===== config.mk =====
export PLATFORM = sky130hd
export DESIGN_NAME = car_tail_light_ctrl
export DESIGN_NICKNAME = d
export VERILOG_FILES = /design/src/rtl/car_tail_light_ctrl.sv
export SDC_FILE = /design/constraint.sdc
export NUM_CORES = 1
export LEC_CHECK = 0
export CAP_MARGIN = 10
export CORE_UTILIZATION = 40
export DETAILED_ROUTE_END_ITERATION = 12
export PLACE_DENSITY = 0.61
export SYNTH_ARGS = -nofsm -noshare
export SYNTH_HDL_FRONTEND = slang
export SYNTH_SLANG_ARGS = --single-unit

===== constraint.sdc =====
create_clock -name clk -period 6.1 [get_ports clk]
set_input_delay 1.22 -clock clk [delete_from_list [all_inputs] [get_ports clk]]
set_output_delay 1.22 -clock clk [all_outputs]
set_load 0.005 [all_outputs]

===== src/rtl/car_tail_light_ctrl.sv =====
// car_tail_light_ctrl: tail-light sequencer for N_LAMP lamps per side.
// DIP-switch drive state and the brake pedal are synchronised, decoded
// into a registered drive-state FSM, and combined with slow (turn) and
// fast (hazard) blink timebases into registered lamp banks.
// Optional macro CAR_TAIL_SEQ_SWEEP_EN: turn blinks light the active bank
// progressively outward during the ON half instead of as a unit.
//
// state      | meaning
// -----------+-------------------------------------------------
// S_STRAIGHT | no turn; lamps follow brake
// S_LEFT     | left bank blinks on slow timebase, right follows brake
// S_RIGHT    | right bank blinks on slow timebase, left follows brake
// S_HAZARD   | both banks blink in phase on fast timebase, brake ignored
module car_tail_light_ctrl #(
   parameter int SLOW_HALF  = 6000000,
   parameter int FAST_HALF  = 1500000,
   parameter int N_LAMP     = 3,
   parameter int ACTIVE_LOW = 1,
   parameter int CNT_W      = 24
) (
   input  logic              clk,
   input  logic              rst,
   input  logic [3:0]        sw,
   input  logic              brake,
   output logic [N_LAMP-1:0] left_lamp,
   output logic [N_LAMP-1:0] right_lamp,
   output logic [1:0]        state
);

   typedef enum logic [1:0] {
      S_STRAIGHT = 2'd0,
      S_LEFT     = 2'd1,
      S_RIGHT    = 2'd2,
      S_HAZARD   = 2'd3
   } state_t;

   // Physical lamp pattern for "all off"; also the XOR mask applied to logical levels.
   localparam logic [N_LAMP-1:0] LAMP_POL = (ACTIVE_LOW != 0) ? {N_LAMP{1'b1}} : {N_LAMP{1'b0}};

   logic [3:0]        sw_s1, sw_s2;
   logic              brake_s1, brake_s2;
   state_t            state_q, state_nxt;
   logic              state_chg;
   logic [CNT_W-1:0]  slow_cnt, fast_cnt;
   logic              slow_phase, fast_phase;
   logic [N_LAMP-1:0] turn_on;
   logic [N_LAMP-1:0] left_nxt, right_nxt;

   // Two-flop synchronisers for the switch bank and brake pedal.
   always_ff @(posedge clk or negedge rst) begin
      if (!rst) begin
         sw_s1    <= 4'b0000;
         sw_s2    <= 4'b0000;
         brake_s1 <= 1'b0;
         brake_s2 <= 1'b0;
      end else begin
         sw_s1    <= sw;
         sw_s2    <= sw_s1;
         brake_s1 <= brake;
         brake_s2 <= brake_s1;
      end
   end

   // Drive-state register.
   always_ff @(posedge clk or negedge rst) begin
      if (!rst) state_q <= S_STRAIGHT;
      else      state_q <= state_nxt;
   end

   // Next-state decode; every switch code maps to a legal state.
   always_comb begin
      state_nxt = S_HAZARD;
      if (sw_s2[3:2] == 2'b00) begin
         case (sw_s2[1:0])
            2'b00:   state_nxt = S_STRAIGHT;
            2'b01:   state_nxt = S_LEFT;
            2'b10:   state_nxt = S_RIGHT;
            default: state_nxt = S_HAZARD;
         endcase
      end
   end

   assign state_chg = (state_nxt != state_q);

   // Slow timebase: runs only while turning; any state change restarts it lit.
   always_ff @(posedge clk or negedge rst) begin
      if (!rst) begin
         slow_cnt   <= '0;
         slow_phase <= 1'b1;
      end else if (state_chg || !(state_q == S_LEFT || state_q == S_RIGHT)) begin
         slow_cnt   <= '0;
         slow_phase <= 1'b1;
      end else if (slow_cnt == CNT_W'(SLOW_HALF - 1)) begin
         slow_cnt   <= '0;
         slow_phase <= ~slow_phase;
      end else begin
         slow_cnt   <= slow_cnt + CNT_W'(1);
      end
   end

   // Fast timebase: runs only in hazard; any state change restarts it lit.
   always_ff @(posedge clk or negedge rst) begin
      if (!rst) begin
         fast_cnt   <= '0;
         fast_phase <= 1'b1;
      end else if (state_chg || state_q != S_HAZARD) begin
         fast_cnt   <= '0;
         fast_phase <= 1'b1;
      end else if (fast_cnt == CNT_W'(FAST_HALF - 1)) begin
         fast_cnt   <= '0;
         fast_phase <= ~fast_phase;
      end else begin
         fast_cnt   <= fast_cnt + CNT_W'(1);
      end
   end

`ifdef CAR_TAIL_SEQ_SWEEP_EN
   localparam int STEP = SLOW_HALF / N_LAMP;

   // Sweep: lamp i joins once the slow count reaches i*STEP; dark in the OFF half.
   always_comb begin
      turn_on = '0;
      for (int i = 0; i < N_LAMP; i++) begin
         if (slow_phase && (slow_cnt >= CNT_W'(i * STEP))) turn_on[i] = 1'b1;
      end
   end
`else
   // Whole bank blinks as a unit.
   always_comb begin
      turn_on = {N_LAMP{slow_phase}};
   end
`endif

   // Output decode: logical lamp levels (1 = lit) for the current state.
   always_comb begin
      left_nxt  = '0;
      right_nxt = '0;
      case (state_q)
         S_STRAIGHT: begin
            left_nxt  = {N_LAMP{brake_s2}};
            right_nxt = {N_LAMP{brake_s2}};
         end
         S_LEFT: begin
            left_nxt  = turn_on;
            right_nxt = {N_LAMP{brake_s2}};
         end
         S_RIGHT: begin
            left_nxt  = {N_LAMP{brake_s2}};
            right_nxt = turn_on;
         end
         S_HAZARD: begin
            left_nxt  = {N_LAMP{fast_phase}};
            right_nxt = {N_LAMP{fast_phase}};
         end
         default: begin
            left_nxt  = '0;
            right_nxt = '0;
         end
      endcase
   end

   // Lamp registers hold the physical (polarity-corrected) drive levels.
   always_ff @(posedge clk or negedge rst) begin
      if (!rst) begin
         left_lamp  <= LAMP_POL;
         right_lamp <= LAMP_POL;
      end else begin
         left_lamp  <= left_nxt ^ LAMP_POL;
         right_lamp <= right_nxt ^ LAMP_POL;
      end
   end

   assign state = state_q;

endmodule


==> impl_results.md, run 1 <==
- Top_reg_cell synth: dfrtp_1
- Yosys top cell area share: 0.472
- I/O Buffers: 14
- CP delay by family, top: flip-flops
- Vias in the first global route: 2254
- Crit path buffers/inverters: 1
- Starting DRC count in detailed routing: 168
- DR vias: ~2400
- Ant. Diodes: 0
- Synth warn: 0
- Share of layout cells above drive strength 1: 0.109
- Routed WL per cell: ~14 µm
- Mapped Area: 3180 µm²
- CTS root buffer: clkbuf_8
- Syn-to-layout area delta: 14.0%
- Row cnt: 32
- Worst-path clk slew: around 0.070 ns
- Post-Layout Cell Count: 431
- Die area: around 8300 µm²
- Register area share after synthesis: 0.505
- Worst Clk Skew: approximately 0.012 ns
- Fmax: 386 MHz
- Synth cell types: 39
- Period minus WS final: 2.59 ns
- Total wire length: between 6000 and 7000 µm
- Post-DR vias/cell: about 5.5
- Placed cells: approximately 420
- P per Cell Area: roughly 240 nW/µm²
- Cell taking the most area after synthesis: dfrtp_1
- DP Wirelength: between 3000 and 4000 µm
- Async set-reset flop share out of synthesis: 1.00
- Overflow after GRT: 0
- First-pass GRT wire length: between 10000 and 15000 µm
- Worst vdd ir: about 0.1 mV
- Leakage power: about 1.3 nW
- Total track usage: 0.165
- Largest net degree at the start of global routing: 65
- CP Cell Sequence: clkdlybuf4s50_1
- Final ANT Viol Nets: 0
- Initial core utilization: 0.412
- Status: complete, no violations
- Syn Nets: ~320
- CTS Buf Count: 9
- Arr. time, crit path: 1.37 ns
- Syn Inst Count: 310
- Crit-path slowest cell: dfstp_2
- Top Ports: 15
- Critical Path End Type: primary output
- Final net count: approximately 340
- DRT Pass-1 Iters: 4
- Die Wd: 91.2 µm
- Syn_area_per_cell: 10.3 µm²
- Post-route setup TNS: 0 ns
- CP Launch Type: flop
- Die height: 91.2 µm
- Clock Path Buffers: 2
- Worst Hold Class: reg -> reg
- Period Utilization, post-route: 0.425
- Final hold viol count: 0
- Top post-synthesis cells by area: dfrtp_1, xnor2_1, nor3_1, a211oi_1, dfstp_2
- Core ar.: slightly below 8000 µm²
- CP required: slightly below 5 ns
- Endpoints failing setup: 0
- Synth Register Bits: 64
- Unrepaired setup endpoints after global routing: no
- Crit-path max cell delay: between 0.5 and 0.6 ns
- Post_cts resized: 0
- CTS tree: yes
- Critical path peak fanout: 3
- Clock latency at the later pin of the worst-skew pair: about 0.35 ns
- Hold_buf cts: 0
- DR DRC count: 0
- Gp weighted congestion: ~0.77
- Post-CTS setup buffer count: 0
- Worst slew pin tran: between 0.7 and 0.8 ns
- Clk sinks: 64
- Max cap viols: 0
- Max Slew Vio Count: 0
- H-Tree Depth: 3
- Slew headroom: 0.473
- Post-synth EDFFs: 0
- Antenna violations before repair: 0
- Setup CP Type: reg -> out
[Yosys cell counts, types with 2 or more instances]
library cell   n
dfrtp_1       60
xnor2_1       20
or3_1         15
or4_1         14
a211oi_1      20
nand4_1       11
o21ai_0       13
nor2_1         6
a21oi_1        3
inv_1         11
and4_1         2
clkbuf_1       9
nor3_1        33
nor4_1         8
o21ai_1        2
or3b_2         2
buf_4          4
ha_1           6
o31ai_1        8
and3_1         3
nand2_1       18
xor2_1         6
or3_2          2
buf_2          3
dfstp_2        4
nor3b_1        3
nand3_1       12
[power breakdown]
group          leakage, nW  internal (W)  switching (W)
Clock                0.113      0.000233       0.000158
Combinational        0.363     0.0000185      0.0000253
Sequential           0.845      0.000434     0.00000743
Total                 1.32      0.000686       0.000191
[metrics by stage]
step	power (W)	util	hold WS [ns]	setup slack (ns)	instance area [µm²]
6_report	0.000876	0.469	0.348	3.51	3620
5_1_grt	0.000914	0.469	0.361	3.46	3620
4_1_cts	0.000887	0.469	0.350	3.49	3620
3_5_place_dp	0.000495	0.441	0.335	3.63	3410
3_3_place_gp	0.000494	0.441	0.333	3.64	3410
2_1_floorplan	0.000471	-	0.331	3.98	3180
[registers in the layout, summed over array words and instances, names as in the netlist]
| signal | count |
|---|---|
| fast_cnt | 24 |
| left_lamp | 1 |
| fast_phase | 1 |
| sw_s2 | 4 |
| state | 2 |
| sw_s1 | 4 |
| slow_phase | 1 |
| right_lamp | 1 |
| slow_cnt | 24 |
| brake_s2 | 1 |
| brake_s1 | 1 |
[area by class of cell]
| cell class | count | area [µm²] |
|---|---|---|
| inverters | 11 | 41.3 |
| repair buffers | 19 | 173 |
| multi-input cells | 219 | 1460 |
| clock inverters | 2 | 35.0 |
| clock buffers | 14 | 183 |
| flip-flops and latches | 64 | 1610 |
| well taps | 102 | 128 |
| fillers | 712 | 4100 |
[routing by layer]
layer | wire (µm) | global-route usage
met1 | 3190 | 0.240
met2 | 2520 | 0.229
met3 | 152 | 0.0352
met4 | 148 | 0.0873
met5 | 0 | 0
[worst paths after layout]
check / start / to / cells past startpoint / slack (ns)
worst max-delay path: left_lamp[1]$_DFF_PN1_ / left_lamp[1] / 1 / 3.51
min in group asynchronous: rst / fast_cnt[17]$_DFF_PN0_ / 2 / 1.04
worst min register to register: sw_s1[1]$_DFF_PN0_ / sw_s2[1]$_DFF_PN0_ / 0 / 0.35
worst min-delay path: sw_s1[1]$_DFF_PN0_ / sw_s2[1]$_DFF_PN0_ / 0 / 0.35
max in group asynchronous: rst / fast_cnt[5]$_DFF_PN0_ / 2 / 4.53
worst max register to register: fast_cnt[19]$_DFF_PN0_ / fast_cnt[7]$_DFF_PN0_ / 5 / 3.62
[layout by cell type, fill, tap and decap left out, types with 11 or more instances in the layout]
cell type / count
o21ai_0: 13
dfrtp_1: 60
nand2_1: 18
clkdlybuf4s50_1: 13
xnor2_1: 20
nand3_1: 12
or4_1: 14
clkbuf_8: 13
nor3_1: 32
nand4_1: 11
or3_1: 15
a211oi_1: 20
inv_1: 11
[cells by family (layout without fill, tap and decap cells)]
family                     count (synthesis)  count (layout)  share of synthesized area
and+or+nand+nor                          139             139                      0.263
buffers and inverters                     27              46                     0.0378
xor gates and xnor gates                  26              26                     0.0716
AOI/OAI and AO/OA                         48              48                     0.0991
adders and majority gates                  6               6                     0.0236
DFF                                       64              64                      0.505
No activity file was read; power rests on OpenSTA's default activity.
==> run 2: changes to the inputs <==
clock period = 2.4 ns   (was 6.1 ns; I/O delays follow)
==> impl_results.md, run 2 (synthesized netlist as in run 1, its figures left out) <==
- Comb power frac: 0.055 (+0.005)
- Post_cts resized: 0 (unchanged)
- DP Wirelength: 4220 µm (+8.0%)
- Syn-to-layout area delta: 14.9%
- Max cap viols: 0 (unchanged)
- CTS tree: yes
- Critical Path End Type: flop
- Reg2reg path depth: 5 (unchanged)
- Unrepaired setup endpoints after global routing: no
- Most frequent cells in the layout: dfrtp_1, nor3_1, a211oi_1, xnor2_1, nand2_1
- Post-route setup TNS: 0 ns (unchanged)
- DRT Pass-1 Iters: 4 (unchanged)
- Largest regs: fast_cnt: 24 flops, slow_cnt: 24 flops
- Final ANT Viol Nets: 0 (unchanged)
- Die Wd: 91.2 µm (unchanged)
- Row cnt: 32 (unchanged)
- Worst-path clk slew: 0.06 ns (about the same)
- CTS root buffer: clkbuf_8
- Share of layout cells above drive strength 1: 0.120 (+0.0103)
- Period minus WS final: ~2.2 ns
- Ant. Diodes: 0 (unchanged)
- Post-CTS setup buffer count: 0 (unchanged)
- Status: complete, no violations
- Slew headroom: 0.640 (+0.167)
- Hold_buf cts: 0 (unchanged)
- Setup CP Type: reg -> reg
- Clk sinks: 64 (unchanged)
- Max Slew Vio Count: 0 (unchanged)
- Total wire length: 6250 µm (+4.0%)
- Worst vdd ir: 0.398 mV (+300%)
- Final hold viol count: 0 (unchanged)
- Antenna violations before repair: 0 (unchanged)
- Largest net degree at the start of global routing: 44 (-32%)
- Die height: 91.2 µm (unchanged)
- Worst Clk Skew: 0.00629 ns (-0.00545 ns)
- Die area: 8310 µm² (unchanged)
- Utilization after layout: 0.473 (+0.00405)
- Clock Path Buffers: 2 (unchanged)
- Overflow after GRT: 0 (unchanged)
- Post-DR vias/cell: 5.56 (+0.81%)
- Arr. time, crit path: 2.46 ns (+1.09 ns)
- Total track usage: 0.167 (+0.00153)
- Endpoints failing setup: 0 (unchanged)
- Worst slew pin tran: 0.540 ns (-0.251 ns)
- I/O Buffers: 14 (unchanged)
- Top Ports: 15 (unchanged)
- Initial core utilization: 0.412 (unchanged)
- Final net count: 342 (+1.5%)
- DR vias: 2422 (+2.0%)
- Clock Power Share: 0.427 (-0.019)
- Core ar.: 7730 µm² (unchanged)
- H-Tree Depth: 3 (unchanged)
- Worst Hold Class: in -> async
- Period Utilization, post-route: 0.923
- Crit path launch: slow_cnt[0]$_DFF_PN0_
- Sw Pwr: 0.000480 W (+150%)
- DR DRC count: 0 (unchanged)
- Int Pwr: 0.00169 W (+150%)
- Starting DRC count in detailed routing: 92 (-45%)
- First-pass GRT wire length: 10800 µm (-0.18%)
- Sw Ratio: 0.221 (+0.00365)
- Reg power frac: 0.518 (+0.014)
- Leakage power: 1.34 nW (+1.4%)
- P per Cell Area: 593 nW/µm² (+150%)
- FILL cells: 724 (+1.7%)
- Fmax: around 450 MHz
- FF-to-FF Start: slow_cnt[0]$_DFF_PN0_
- CTS Buf Count: 9 (unchanged)
- Routed WL per cell: 14.3 µm (+2.8%)
- Commonest non-fill, non-tap cell in the layout: dfrtp_1
- Gp weighted congestion: 0.821 (+6.8%)
- CP required: 2.65 ns (-2.23 ns)
- Clock latency at the later pin of the worst-skew pair: 0.34 ns (about the same)
- CP Launch Type: flop
- Vias in the first global route: 2336 (+3.6%)
- Critical path peak fanout: 7 (+4)
## run 2: changes by cell type in the layout (fill, tap and decap cells not counted), sizes merged
cell and delta:
clkbuf -1, clkinv +1, buf +5
## run 2: layout make-up
class	count	area, µm²	share of cell area
Clock buffer	13	159	0.0435
Clock inverter	3	40.0	0.0110
Inverter	11	41.3	0.0113
Multi-Input combinational cell	219	1460	0.399
Sequential cell	64	1610	0.439
Tap cell	102	128	0.0349
Timing Repair Buffer	24	223	0.0609
## run 2: per-layer routing
layer  track usage  share of wire  vias up
li1              -              -     1196
met1         0.223           0.51     1180
met2         0.253           0.44       36
met3        0.0461          0.033       10
met4        0.0714          0.017        0
met5             0              0        -
## run 2: worst max-delay path, cell delays in order (launching register included)
cell      delay (ns)
dfrtp_1         0.38
ha_1            0.23
nand4_1         0.21
or4_1           0.68
or3_1           0.39
a211oi_1        0.23
## run 2: final timing paths
kind                                               end  slack [ns]
worst max-delay path            slow_cnt[20]$_DFF_PN0_        0.18
worst min-delay path            fast_cnt[17]$_DFF_PN0_        0.12
worst max register to register  slow_cnt[20]$_DFF_PN0_        0.18
worst min register to register      sw_s2[1]$_DFF_PN0_        0.35
max in group asynchronous       slow_phase$_DFFE_PN1P_        1.61
min in group clk                    sw_s2[1]$_DFF_PN0_        0.35
## run 2: metrics by stage
stage          setup WS [ns]  instance area [µm²]  std cells  hold WS, ns  total power [W]
2_1_floorplan          0.284                 3180        310        0.184          0.00120
3_3_place_gp           0.249                 3460        420        0.332          0.00126
3_5_place_dp           0.197                 3460        420        0.335          0.00126
4_1_cts                0.176                 3660        436        0.120          0.00220
5_1_grt               0.0371                 3660        436        0.148          0.00226
6_report               0.184                 3660        436        0.122          0.00217
## run 2: power by group through the flow
stage               clock (W)  sequential (W)  combinational [W]
CTS                  0.000960         0.00112           0.000121
floorplan                   0         0.00114          0.0000567
global route          0.00100         0.00113           0.000134
global placement            0         0.00114           0.000119
finish               0.000926         0.00112           0.000118
detailed placement          0         0.00114           0.000121
==> run 3: changes to the inputs <==
SLEW_MARGIN = 5   (was not set)
==> results of run 3 <==
Same layout as run 2: the final DEF is identical, and so are final timing and power.
